### config.mk
export PLATFORM = sky130hd
export DESIGN_NAME = result_writer
export DESIGN_NICKNAME = d
export VERILOG_FILES = /design/src/rtl/result_writer.sv
export SDC_FILE = /design/constraint.sdc
export NUM_CORES = 1
export LEC_CHECK = 0
export CAP_MARGIN = 20
export CELL_PAD_IN_SITES_DETAIL_PLACEMENT = 1
export CELL_PAD_IN_SITES_GLOBAL_PLACEMENT = 2
export CORE_MARGIN = 1.5
export CORE_UTILIZATION = 33
export CTS_CLUSTER_DIAMETER = 100
export CTS_CLUSTER_SIZE = 14
export DETAILED_ROUTE_END_ITERATION = 6
export GPL_TIMING_DRIVEN = 0
export PLACE_DENSITY = 0.87
export SYNTH_ARGS = -nofsm -noshare
export SYNTH_HDL_FRONTEND = slang
export SYNTH_SLANG_ARGS = --single-unit
### constraint.sdc
create_clock -name clk -period 2.2 [get_ports clk]
set_input_delay 0.33 -clock clk [delete_from_list [all_inputs] [get_ports clk]]
set_output_delay 0.33 -clock clk [all_outputs]
set_load 0.02 [all_outputs]
### src/rtl/result_writer.sv
// result_writer: write-back end of the Sobel pipeline.
// Buffers the filtered pixel stream in a small skid FIFO and writes it, in
// raster order, to the output frame buffer through a single-port BRAM write
// port whose availability is signalled by gnt_i.
//
// Ports:
//   clk, rst_n            clock, asynchronous active-low reset
//   wr_run_i              start-of-frame pulse (also restarts a running frame)
//   wr_done_o             one-cycle pulse after the last write strobe
//   pixel_i, pixel_en_i   filtered pixel stream
//   gnt_i                 BRAM write port available this cycle
//   ena_o, wea_o          BRAM enable / write enable (one write per pop)
//   addr_o, d2mem_o       BRAM address / write data
//   ovf_o                 sticky: a pixel was dropped on a full FIFO
//   cnt_row_o, cnt_col_o  debug: row/column of the next pixel to write
module result_writer #(
  parameter int unsigned OUT_ROW    = 538,
  parameter int unsigned OUT_COL    = 538,
  parameter int unsigned BASE_ADDR  = 0,
  parameter int unsigned FIFO_DEPTH = 4,
  localparam int unsigned AW = 19,
  localparam int unsigned DW = 8,
  localparam int unsigned CW = 10
) (
  input  logic          clk,
  input  logic          rst_n,
  input  logic          wr_run_i,
  output logic          wr_done_o,
  input  logic [DW-1:0] pixel_i,
  input  logic          pixel_en_i,
  input  logic          gnt_i,
  output logic          ena_o,
  output logic          wea_o,
  output logic [AW-1:0] addr_o,
  output logic [DW-1:0] d2mem_o,
  output logic          ovf_o,
  output logic [CW-1:0] cnt_row_o,
  output logic [CW-1:0] cnt_col_o
);

  localparam int unsigned PW    = (FIFO_DEPTH > 1) ? $clog2(FIFO_DEPTH) : 1;
  localparam int unsigned NW    = PW + 1;
  localparam int unsigned TOTAL = OUT_ROW * OUT_COL;
  // One bit wider than the address so a frame filling the whole space still counts.
  localparam int unsigned PCW   = AW + 1;

  // Elaboration-time parameter sanity check.
  if ((BASE_ADDR + TOTAL) > (32'd1 << AW) || OUT_ROW == 0 || OUT_COL == 0 ||
      OUT_ROW >= (32'd1 << CW) || OUT_COL > (32'd1 << CW) || FIFO_DEPTH < 2 ||
      (FIFO_DEPTH & (FIFO_DEPTH - 1)) != 0) begin : g_param_check
    $error("result_writer: illegal parameter combination");
  end

  typedef enum logic [1:0] {
    S_IDLE = 2'd0,
    S_RUN  = 2'd1,
    S_DONE = 2'd2
  } state_t;

  state_t state_q, state_d;

  logic [DW-1:0]  mem [FIFO_DEPTH];
  logic [PW-1:0]  wr_ptr, rd_ptr;
  logic [NW-1:0]  count;
  logic [AW-1:0]  addr_q;
  logic [PCW-1:0] push_cnt;

  logic restart, push, pop, drop;
  logic full, empty, col_end, at_last, frame_open;

  assign full       = (count == NW'(FIFO_DEPTH));
  assign empty      = (count == '0);
  assign col_end    = (cnt_col_o == CW'(OUT_COL - 1));
  assign at_last    = col_end && (cnt_row_o == CW'(OUT_ROW - 1));
  assign frame_open = (push_cnt != PCW'(TOTAL));

  // State register.
  always_ff @(posedge clk or negedge rst_n) begin
    if (!rst_n) state_q <= S_IDLE;
    else        state_q <= state_d;
  end

  // Next state and per-cycle FIFO / write-port decisions.
  always_comb begin
    state_d = state_q;
    restart = 1'b0;
    push    = 1'b0;
    pop     = 1'b0;
    drop    = 1'b0;
    case (state_q)
      S_IDLE: begin
        if (wr_run_i) begin
          restart = 1'b1;
          state_d = S_RUN;
        end
      end
      S_RUN: begin
        if (wr_run_i) begin
          // Restart: flush and reload, no pop or push this cycle.
          restart = 1'b1;
        end else begin
          pop = !empty && gnt_i;
          // Pixels past the frame size are discarded silently.
          if (pixel_en_i && frame_open) begin
            if (!full || pop) push = 1'b1;
            else              drop = 1'b1;
          end
          if (pop && at_last) state_d = S_DONE;
        end
      end
      S_DONE:  state_d = S_IDLE;
      default: state_d = S_IDLE;
    endcase
  end

  // FIFO storage (no reset needed: only read behind the occupancy count).
  always_ff @(posedge clk) begin
    if (push) mem[wr_ptr] <= pixel_i;
  end

  // FIFO pointers and occupancy.
  always_ff @(posedge clk or negedge rst_n) begin
    if (!rst_n) begin
      wr_ptr <= '0;
      rd_ptr <= '0;
      count  <= '0;
    end else if (restart) begin
      wr_ptr <= '0;
      rd_ptr <= '0;
      count  <= '0;
    end else begin
      if (push) wr_ptr <= wr_ptr + PW'(1);
      if (pop)  rd_ptr <= rd_ptr + PW'(1);
      case ({push, pop})
        2'b10:   count <= count + NW'(1);
        2'b01:   count <= count - NW'(1);
        default: count <= count;
      endcase
    end
  end

  // Write port, address/counters, overflow flag and done pulse.
  always_ff @(posedge clk or negedge rst_n) begin
    if (!rst_n) begin
      ena_o     <= 1'b0;
      wea_o     <= 1'b0;
      addr_o    <= '0;
      d2mem_o   <= '0;
      wr_done_o <= 1'b0;
      ovf_o     <= 1'b0;
      cnt_row_o <= '0;
      cnt_col_o <= '0;
      addr_q    <= '0;
      push_cnt  <= '0;
    end else begin
      ena_o     <= pop;
      wea_o     <= pop;
      wr_done_o <= (state_q == S_DONE);
      if (pop) begin
        addr_o  <= addr_q;
        d2mem_o <= mem[rd_ptr];
      end
      if (restart) begin
        addr_q    <= AW'(BASE_ADDR);
        cnt_row_o <= '0;
        cnt_col_o <= '0;
        ovf_o     <= 1'b0;
        push_cnt  <= '0;
      end else begin
        if (pop) begin
          addr_q <= addr_q + AW'(1);
          if (col_end) begin
            cnt_col_o <= '0;
            cnt_row_o <= cnt_row_o + CW'(1);
          end else begin
            cnt_col_o <= cnt_col_o + CW'(1);
          end
        end
        if (push) push_cnt <= push_cnt + PCW'(1);
        if (drop) ovf_o <= 1'b1;
      end
    end
  end

endmodule
* Word level (Yosys, flattened, before mapping)
Memory sizes are Yosys's and may differ from the RTL's. A register that Yosys moved wholly into a read port is not among the register bits.
Cells that the tools add are included.
** Storage, ports and cells
- Logic and storage cells :: 86
- Register bits :: 90
- Bits in writable memories :: 32
- Output and inout port bits :: 51
- Bits of input ports :: 13
- Memories :: 1
** Operators by class
- Reductions and logical operators :: 18
- Muxes and demuxes :: 36
- Equal/unequal tests :: 11
- $add $sub $neg :: 8
** Memories
- mem :: depth 4, bits a word 8, read ports 1, clocked after memory_dff 1, wr ports 1, RTL line 62 : logic [DW-1:0] mem [FIFO_DEPTH];
** Operator list (number)
- $mux 10 :: 6
- $mux 20 :: 2
- $mux 19 :: 2
- $add 10x1->10 const B :: 2
- $add 20x1->20 const B :: 1
- $eq 10x10->1 const B :: 2
- $ne 20x19->1 const B :: 1
- $add 19x1->19 const B :: 1
- $mux 1 :: 16
- $mux 2 :: 7
- $reduce_bool 2->1 :: 4
- $ne 2x2->1 const B :: 3
- $pmux 3 s2 :: 1
- $add 2x1->2 const B :: 2
- $eq 2x1->1 const B :: 2
- $eq 2x2->1 const B :: 2
- $logic_and 1x1->1 :: 4
- $pmux 2 s2 :: 1
- $add 3x1->3 const B :: 1
- $eq 3x3->1 const B :: 1
- $logic_not 1->1 :: 3
- $logic_not 3->1 :: 1
- $mux 3 :: 1
- $reduce_and 3->1 :: 1
- other kinds (6) :: 6

* Depth between registers and ports, before layout
Gate-level depths: netlist (run 1).
- Word-level depth :: 11
- Mapped depth :: 10
- Depth with buffers taken out :: 10

* Worst setup path after synthesis (run 1)
Ideal clock, no wire load.
- Kind :: reg2reg
- Start point :: register state_q[1]
- End point :: register count[2]
- Cell stages (with the launch flop) :: 8
- Data arrival time :: 2132 ps
- Clock period less this slack :: 2213 ps
- Slack :: -13 ps
- Library setup time :: 82 ps
- Buffers on the path :: 0
- Path through :: dfrtp_1 -> or3b_4 -> nor2_1 -> o211a_1 -> nor2_1 -> fa_1 -> or3_1 -> a31oi_1
** On the way
- Word-level cells in the longest chain between the ends :: 5
** RTL lines
- from (decl) :: RTL line 60 : state_t state_q, state_d;
- from (signal assigned) :: RTL line 80 : else state_q <= state_d;
- $eq 2x1->1 :: RTL line 90 : case (state_q)
- $mux 1 :: RTL line 90
- $eq 2x1->1 or $eq 2x2->1 (tied branches) :: RTL line 134 : case ({push, pop})
- $pmux 3 s2 :: RTL line 134
- $mux 3 :: RTL line 127 : end else if (restart) begin
- to (signal assigned) :: RTL line 135 : 2'b10: count <= count + NW'(1);
- to (signal assigned) :: RTL line 136 : 2'b01: count <= count - NW'(1);
- to (signal assigned) :: RTL line 137 : default: count <= count;
- to (decl) :: RTL line 64 : logic [NW-1:0] count;
Parallel ways exist; a longest one is shown, timed or not.
A chain may end at the register's enable or synchronous reset.

* Worst setup path after layout (run 1)
- Start point :: register push_cnt[8]
- End point :: register count[2]
** On the way
- Word-level cells in the longest chain between the ends :: 8
** RTL lines
- from (decl) :: RTL line 66 : logic [PCW-1:0] push_cnt;
- from (signal assigned) :: RTL line 179 : if (push) push_cnt <= push_cnt + PCW'(1);
- $ne 20x19->1 (*) :: RTL line 75 : assign frame_open = (push_cnt != PCW'(TOTAL));
- $logic_and 1x1->1 (*) :: RTL line 104 : if (pixel_en_i && frame_open) begin
- $mux 1 (*) :: RTL line 104
- $mux 1 (*) :: RTL line 98 : if (wr_run_i) begin
- $mux 1 (*) :: RTL line 90
- $eq 2x1->1 or $eq 2x2->1 (tied branches) :: RTL line 134
- $pmux 3 s2 :: RTL line 134
- $mux 3 :: RTL line 127
Every way passes the cells marked *; elsewhere a longest branch is shown, timed or not.

==> results of run 1 <==
## cell type report
class,instances,area [um2]
clock buffers,19,442.9
flip-flops and latches,130,3413
clock inverters,13,183.9
multi-input cells,370,2361
fillers,1870,9632
repair buffers,79,767.0
inverters,14,52.55
plain buffers,20,102.6
well taps,225,281.5
## flip-flops by register name (all words and copies together), names as in the netlist
signal     cells
cnt_row_o     10
d2mem_o        8
wr_ptr         2
addr_q        19
wea_o          1
count          3
rd_ptr         2
state_q        2
ovf_o          1
cnt_col_o     10
wr_done_o      1
mem           32
push_cnt      20
addr_o        19
## final timing paths
path,to,slack (ns),cells after the start
setup / recovery,count[2],-0.04,8
hold reg to reg,addr_o[14],0.47,2
setup reg to reg,count[2],-0.04,8
max in group asynchronous,addr_o[16],1.53,2
min in group clk,state_q[0],0.46,3
hold / removal,cnt_col_o[6],-0.02,1
## power groups by stage
stage	Combinational [mW]	Sequential [mW]	Clock, mW
6_report	1.14	2.82	3.01
5_1_grt	1.25	2.84	3.14
4_1_cts	1.10	2.81	3.05
3_5_place_dp	1.05	2.85	0
3_3_place_gp	0.993	2.84	0
2_1_floorplan	0.471	2.93	0
## kinds of logic (layout without fill, tap and decap cells)
family	Yosys count	in the layout	synth area share, %
buffers and inverters	34	145	2.558
adders and majority gates	12	12	2.708
DFF	130	130	58.64
xor gates and xnor gates	46	46	6.922
AOI/OAI and AO/OA	45	45	4.815
and+or+nand+nor	259	259	21.26
muxes	8	8	3.095
## worst register-to-register path: cells and delay by family (launching register included)
family / cells / cell delay (ns)
flops: 1 / 0.39
simple gates: 4 / 0.85
compound gates: 3 / 0.62
fa+ha+maj: 1 / 0.24
## repair_timing
action | CTS | global route
hold endpoints to repair | 0 | 0
gates resized for setup | 18 | 14
buffers inserted | 10 | 5
hold buffers | 0 | 0
pin swaps | 6 | 5
endpoints found under the setup margin | 49 | 35
## cells in the mapped netlist, types with 2 or more instances
library cell and number:
xor2_1 30, dfrtp_1 98, mux4_2 8, clkbuf_1 7, or3_1 12, nor4b_1 2, nor4_2 2, xnor2_1 16
o31ai_1 3, and4_1 2, edfxtp_1 32, nand3_1 15, nand4_1 20, inv_1 13, and3_1 10, nand2_1 114
ha_1 11, nor4bb_1 3, buf_1 8, nor3b_1 4, nor2_1 56, buf_2 2, a21oi_1 12, and2_1 5
o21ai_0 18, buf_6 2, o2bb2ai_1 2, nor3_1 8
## layer usage
metal	vias to the layer above	wire, um	GRT usage, %
met5	-	0	0
met4	0	149	4.839
met3	15	357	3.468
met2	55	7924	31.70
met1	2240	6821	21.73
li1	2038	-	-
==> impl_results.md, run 1 <==
- Outcome: finished with violations
- Failing checks: negative hold slack, negative setup slack
- Max-cap viol count: 0
- Placer congestion estimate: 0.7651
- CTS max path bufs: 2
- Total power: 6.972 mW
- Time the worst path needs with I/O delays and setup: 2.236 ns
- Worst Skew: 0.007912 ns
- Mapped Nets: 559
- Root buffer cell: clkbuf_16
- DIE WIDTH: 135.8 um
- Delay-heaviest family, CP: simple AND/OR/NAND/NOR gates
- Seq/Total Area, Yosys: 58.64%
- Max Clock Freq: 447.2 MHz
- CP required: 2.50 ns
- Die H: 135.8 um
- Initial antenna violation count: 0
- GRT overflow: 0
- Top Ports: 64
- Placed cell areas: 6760 um2
- DR vias: 4,348
- Layout area overhead: 30.65%
- Largest net degree at the start of global routing: 55
- I/O Buffers: 63
- FP Rows: 48
- Flop pwr share: 40.4%
- Most frequent cells in the layout: 114 x nand2_1, 98 x dfrtp_1, 61 x clkdlybuf4s50_1, 53 x nor2_1, 32 x edfxtp_1
- Post-layout utilization of the core: 44.12%
- Hold Violations, Final: 20
- TritonCTS clock tree: done
- RSZ-0062 raised after global routing: true
- Asr flop ratio synth: 75.38%
- Share of layout cells above drive strength 1: 13.33%
- Global-route wire length before repair: 25,160 um
- Antenna viol nets, final: 0
- Worst-path maximum fanout: 3
- Synth top area share: 42.13%
- Setup violators final: 1
- Hold crit path type: in2async
- DR WL/cell: 17.53 um
- Slowest cell on crit path: or4_4
- Worst Setup Start Kind: register
- TritonCTS buffer count: 17
- Die Area: 18,440 um2
- Crit. End Element: register
- TritonRoute pass-1 iters: 4
- Post-synth top flop: dfrtp_1
- Int Pwr: 5.061 mW
- Clk pin slew, worst setup/hold paths: 0.06 ns
- Final wirelength: 15,250 um
- Fin crit share: 101.6%
- Logic pwr share: 16.4%
- Post-route setup TNS: -0.03590 ns
- Antenna Cells: 0
- Ys Warns: 0
- Post-Syn Area per Cell: 10.90 um2
- Critical path, cell by cell: nand4bb_1, or4_4, o211a_4, nor2_4, fa_2, nor3_2, a311oi_1, a31oi_2
- DR DRC count: 0
- Number of enable flip-flop cells after synthesis: 32
- Clock share of power: 43.2%
- Critical path class: reg2reg
- CP bufs+invs: 0
- Worst slew pin tran: 0.8030 ns
- Clk_lat worst skew: 0.42 ns
- Cell taking the most area after synthesis: dfrtp_1
- Initial DRC Count: 128
- Fin nets: 657
- Max incr delay on CP: 0.46 ns
- Clock H-tree levels: 4
- Maximum vdd drop: 736.8 uV
- Max Slew Vio Count: 0
- Total clock sinks: 130
- Vias in the first global route: 4,773
- Dpl hpwl: 10,320 um
- Synth Cell Area: 5821 um2
- Leading cell type in the layout, fill and taps excluded: nand2_1
- Initial cell density of the core: 33.77%
- Design area: 7605 um2
- Post-Syn Instances: 534
- Worst setup path startpoint: push_cnt[8]
- Worst r2r src: push_cnt[8]
- Crit path DAT: 2.53 ns
- Leakage: 3.172 nW
- Final WS setup: -0.03590 ns
- Final Hold Slack: -0.01722 ns
- Seq cells post-synth: 130
- Slew HR: 46.47%
- Finished Layout Cells: 870
- Switching Share: 27.41%
- Yosys cell types: 47
- Core area: 17,240 um2
- Dpl cells: 823
- Via-to-Cell Ratio: 4.998
- Power per cell area: 916.8 nW/um2
- Total track usage: 17.72%
- NetSw: 1.911 mW
- Placement Setup Slack: -0.6815 ns
- Synth top area cells: dfrtp_1 42%, edfxtp_1 17%, nand2_1 7.4%
Power figures use the tool's default switching activity.
==> inputs of run 2 (changes only) <==
- CORE_UTILIZATION: 33 -> 25
- PLACE_DENSITY: 0.87 -> 0.71
==> run 2 against run 1 <==
Effect of this change: the flow finishes with violations (negative setup slack); non-clock buffer count fell by 1; worst setup slack improved by 0.0049 ns; global-route usage fell by 4.7 points; fmax rose by 0.22%; sequential cell count did not move; design area rose by 0.30%; via count fell by 1.7%; highest routed layer unchanged.
==> impl_results.md, run 2 (synthesized netlist as in run 1, its figures left out) <==
- Hold crit path type: in2reg
- Maximum vdd drop: 419.8 uV
- Outcome: finished with violations
- DR DRC count: 0
- Leading cell type in the layout, fill and taps excluded: nand2_1
- Via-to-Cell Ratio: 4.603
- Delay-heaviest family, CP: simple AND/OR/NAND/NOR gates
- TritonCTS clock tree: done
- Worst Setup Start Kind: input pin
- Max FFs per register: 32
- DR vias: 4,276
- CP bufs+invs: 1
- Fin crit share: 101.4%
- Clock H-tree levels: 4
- Largest net degree at the start of global routing: 52
- Dpl hpwl: 10,340 um
- RSZ-0062 raised after global routing: true
- I/O Buffers: 63
- Layout area overhead: 31.04%
- Hold Violations, Final: 0
- FF+latch area: 3416 um2
- Total track usage: 13.04%
- Setup violators final: 1
- Antenna Cells: 0
- Die Area: 24,210 um2
- Fin nets: 656
- CP dominant cell by count: nor2_4
- Max Clock Freq: 448.2 MHz
- TritonRoute pass-1 iters: 4
- Worst Skew: 0.008717 ns
- Initial antenna violation count: 0
- Initial cell density of the core: 25.63%
- DIE WIDTH: 155.6 um
- Critical path class: in2reg
- Most frequent cells in the layout: 114 x nand2_1, 96 x dfrtp_1, 61 x clkdlybuf4s50_1, 54 x nor2_1, 32 x edfxtp_1
- FP Rows: 55
- Placer congestion estimate: 0.7708
- Max incr delay on CP: 0.49 ns
- Top Ports: 64
- Critical path, cell by cell: clkdlybuf4s50_1, or3b_4, nor2_4, o211a_4, nor2_4, fa_2, or3_1, a31oi_1
- Clk pin slew, worst setup/hold paths: 0.06 ns
- Core area: 22,710 um2
- Root buffer cell: clkbuf_16
- Antenna viol nets, final: 0
- Crit. End Element: register
- TritonCTS buffer count: 17
- Post-layout utilization of the core: 33.59%
- Clk_lat worst skew: 0.43 ns
- Final wirelength: 14,760 um
- Vias in the first global route: 4,554
- Total clock sinks: 130
- Initial DRC Count: 172
- Worst slew pin tran: 0.7879 ns
- Worst-path maximum fanout: 5
- CP required: 2.54 ns
- Final WS setup: -0.03099 ns
- GRT overflow: 0
- Time the worst path needs with I/O delays and setup: 2.231 ns
- Share of layout cells above drive strength 1: 13.04%
- Dpl cells: 883
- Max Slew Vio Count: 0
- Slowest cell on crit path: clkdlybuf4s50_1
- Crit path DAT: 2.57 ns
- Power per cell area: 886.4 nW/um2
- DR WL/cell: 15.88 um
- Footprint of the multi-input gates: 2347 um2
- Fillers: 2,525
- Global-route wire length before repair: 24,540 um
- Design area: 7627 um2
- Placed cell areas: 6835 um2
- CTS max path bufs: 2
- Max-cap viol count: 0
- Failing checks: negative setup slack
- Die H: 155.6 um
- Leakage: 3.147 nW
- Reg with most FFs: mem
- Finished Layout Cells: 929
- Top Registers: mem (32), push_cnt (20)
- Slew HR: 47.48%
run 2: cell types whose count changed in the layout (fill, tap and decap cells not counted), sizes merged:
cell	delta
inv	+10
bufinv	-3
clkinv	-3
buf	-2
clkbuf	-2
clkinvlp	-2
dlygate4sd2	-1
dlygate4sd3	+1
dlymetal6s2s	+1
run 2: power breakdown:
group | switching [mW] | internal (mW) | leakage (nW) | total [mW]
registers | 0.161 | 2.66 | 1.63 | 2.82
logic | 0.633 | 0.471 | 1.23 | 1.10
clock network | 1.23 | 1.61 | 0.292 | 2.84
total | 2.02 | 4.74 | 3.15 | 6.76
run 2: layout make-up:
cell class	count	share of cell area, %
Tap cell	285	4.675
Multi-Input combinational cell	370	30.77
Clock inverter	15	2.083
Clock buffer	17	5.577
Timing Repair Buffer	78	10.04
Inverter	14	0.7218
Buffer	20	1.345
Sequential cell	130	44.78
run 2: what timing repair did:
action | in CTS | in global routing
buffers inserted | 4 | 9
resized for setup | 16 | 14
hold buffers | 1 | 0
endpoints found under the hold margin | 47 | 0
endpoints found under the setup margin | 55 | 48
pin swaps | 4 | 5
run 2: metal layers:
layer,global-route usage [%],vias to the layer above,share of wire (%)
met5,0,-,0
met4,3.719,0,1.5
met3,3.250,19,3.3
met2,21.77,63,50
met1,16.76,2156,45
li1,-,2038,-
run 2: worst reg2reg max path, cell delays in order, from the launching register on:
cell and delay [ns]:
dfrtp_1 0.41, or3b_4 0.45, nor2_4 0.15, o211a_4 0.21, nor2_4 0.05, fa_2 0.35
or3_1 0.37, a31oi_1 0.17
run 2: worst paths after layout:
kind	slack, ns	depth (start not counted)	from	to
setup / recovery	-0.03	8	wr_run_i	count[2]
hold / removal	0.47	4	gnt_i	state_q[1]
setup reg to reg	-0.03	7	state_q[0]	count[2]
hold reg to reg	0.47	2	addr_o[7]	addr_o[7]
max in group asynchronous	1.01	3	rst_n	push_cnt[16]
min in group asynchronous	0.49	2	rst_n	addr_o[15]
run 2: through the flow:
| step | hold WS [ns] | TNS [ns] | power [mW] | setup slack (ns) |
|---|---|---|---|---|
| after global routing | 0.5056 | -0.1749 | 7.083 | -0.1355 |
| after detailed placement | 0.4152 | -42.14 | 3.893 | -0.7830 |
| after CTS | 0.4820 | -0.02966 | 6.797 | -0.02966 |
| after floorplan | 0.03441 | 0 | 3.401 | 0.03084 |
| after global placement | 0.4624 | -342.47 | 3.848 | -3.092 |
| final | 0.4725 | -0.03099 | 6.761 | -0.03099 |
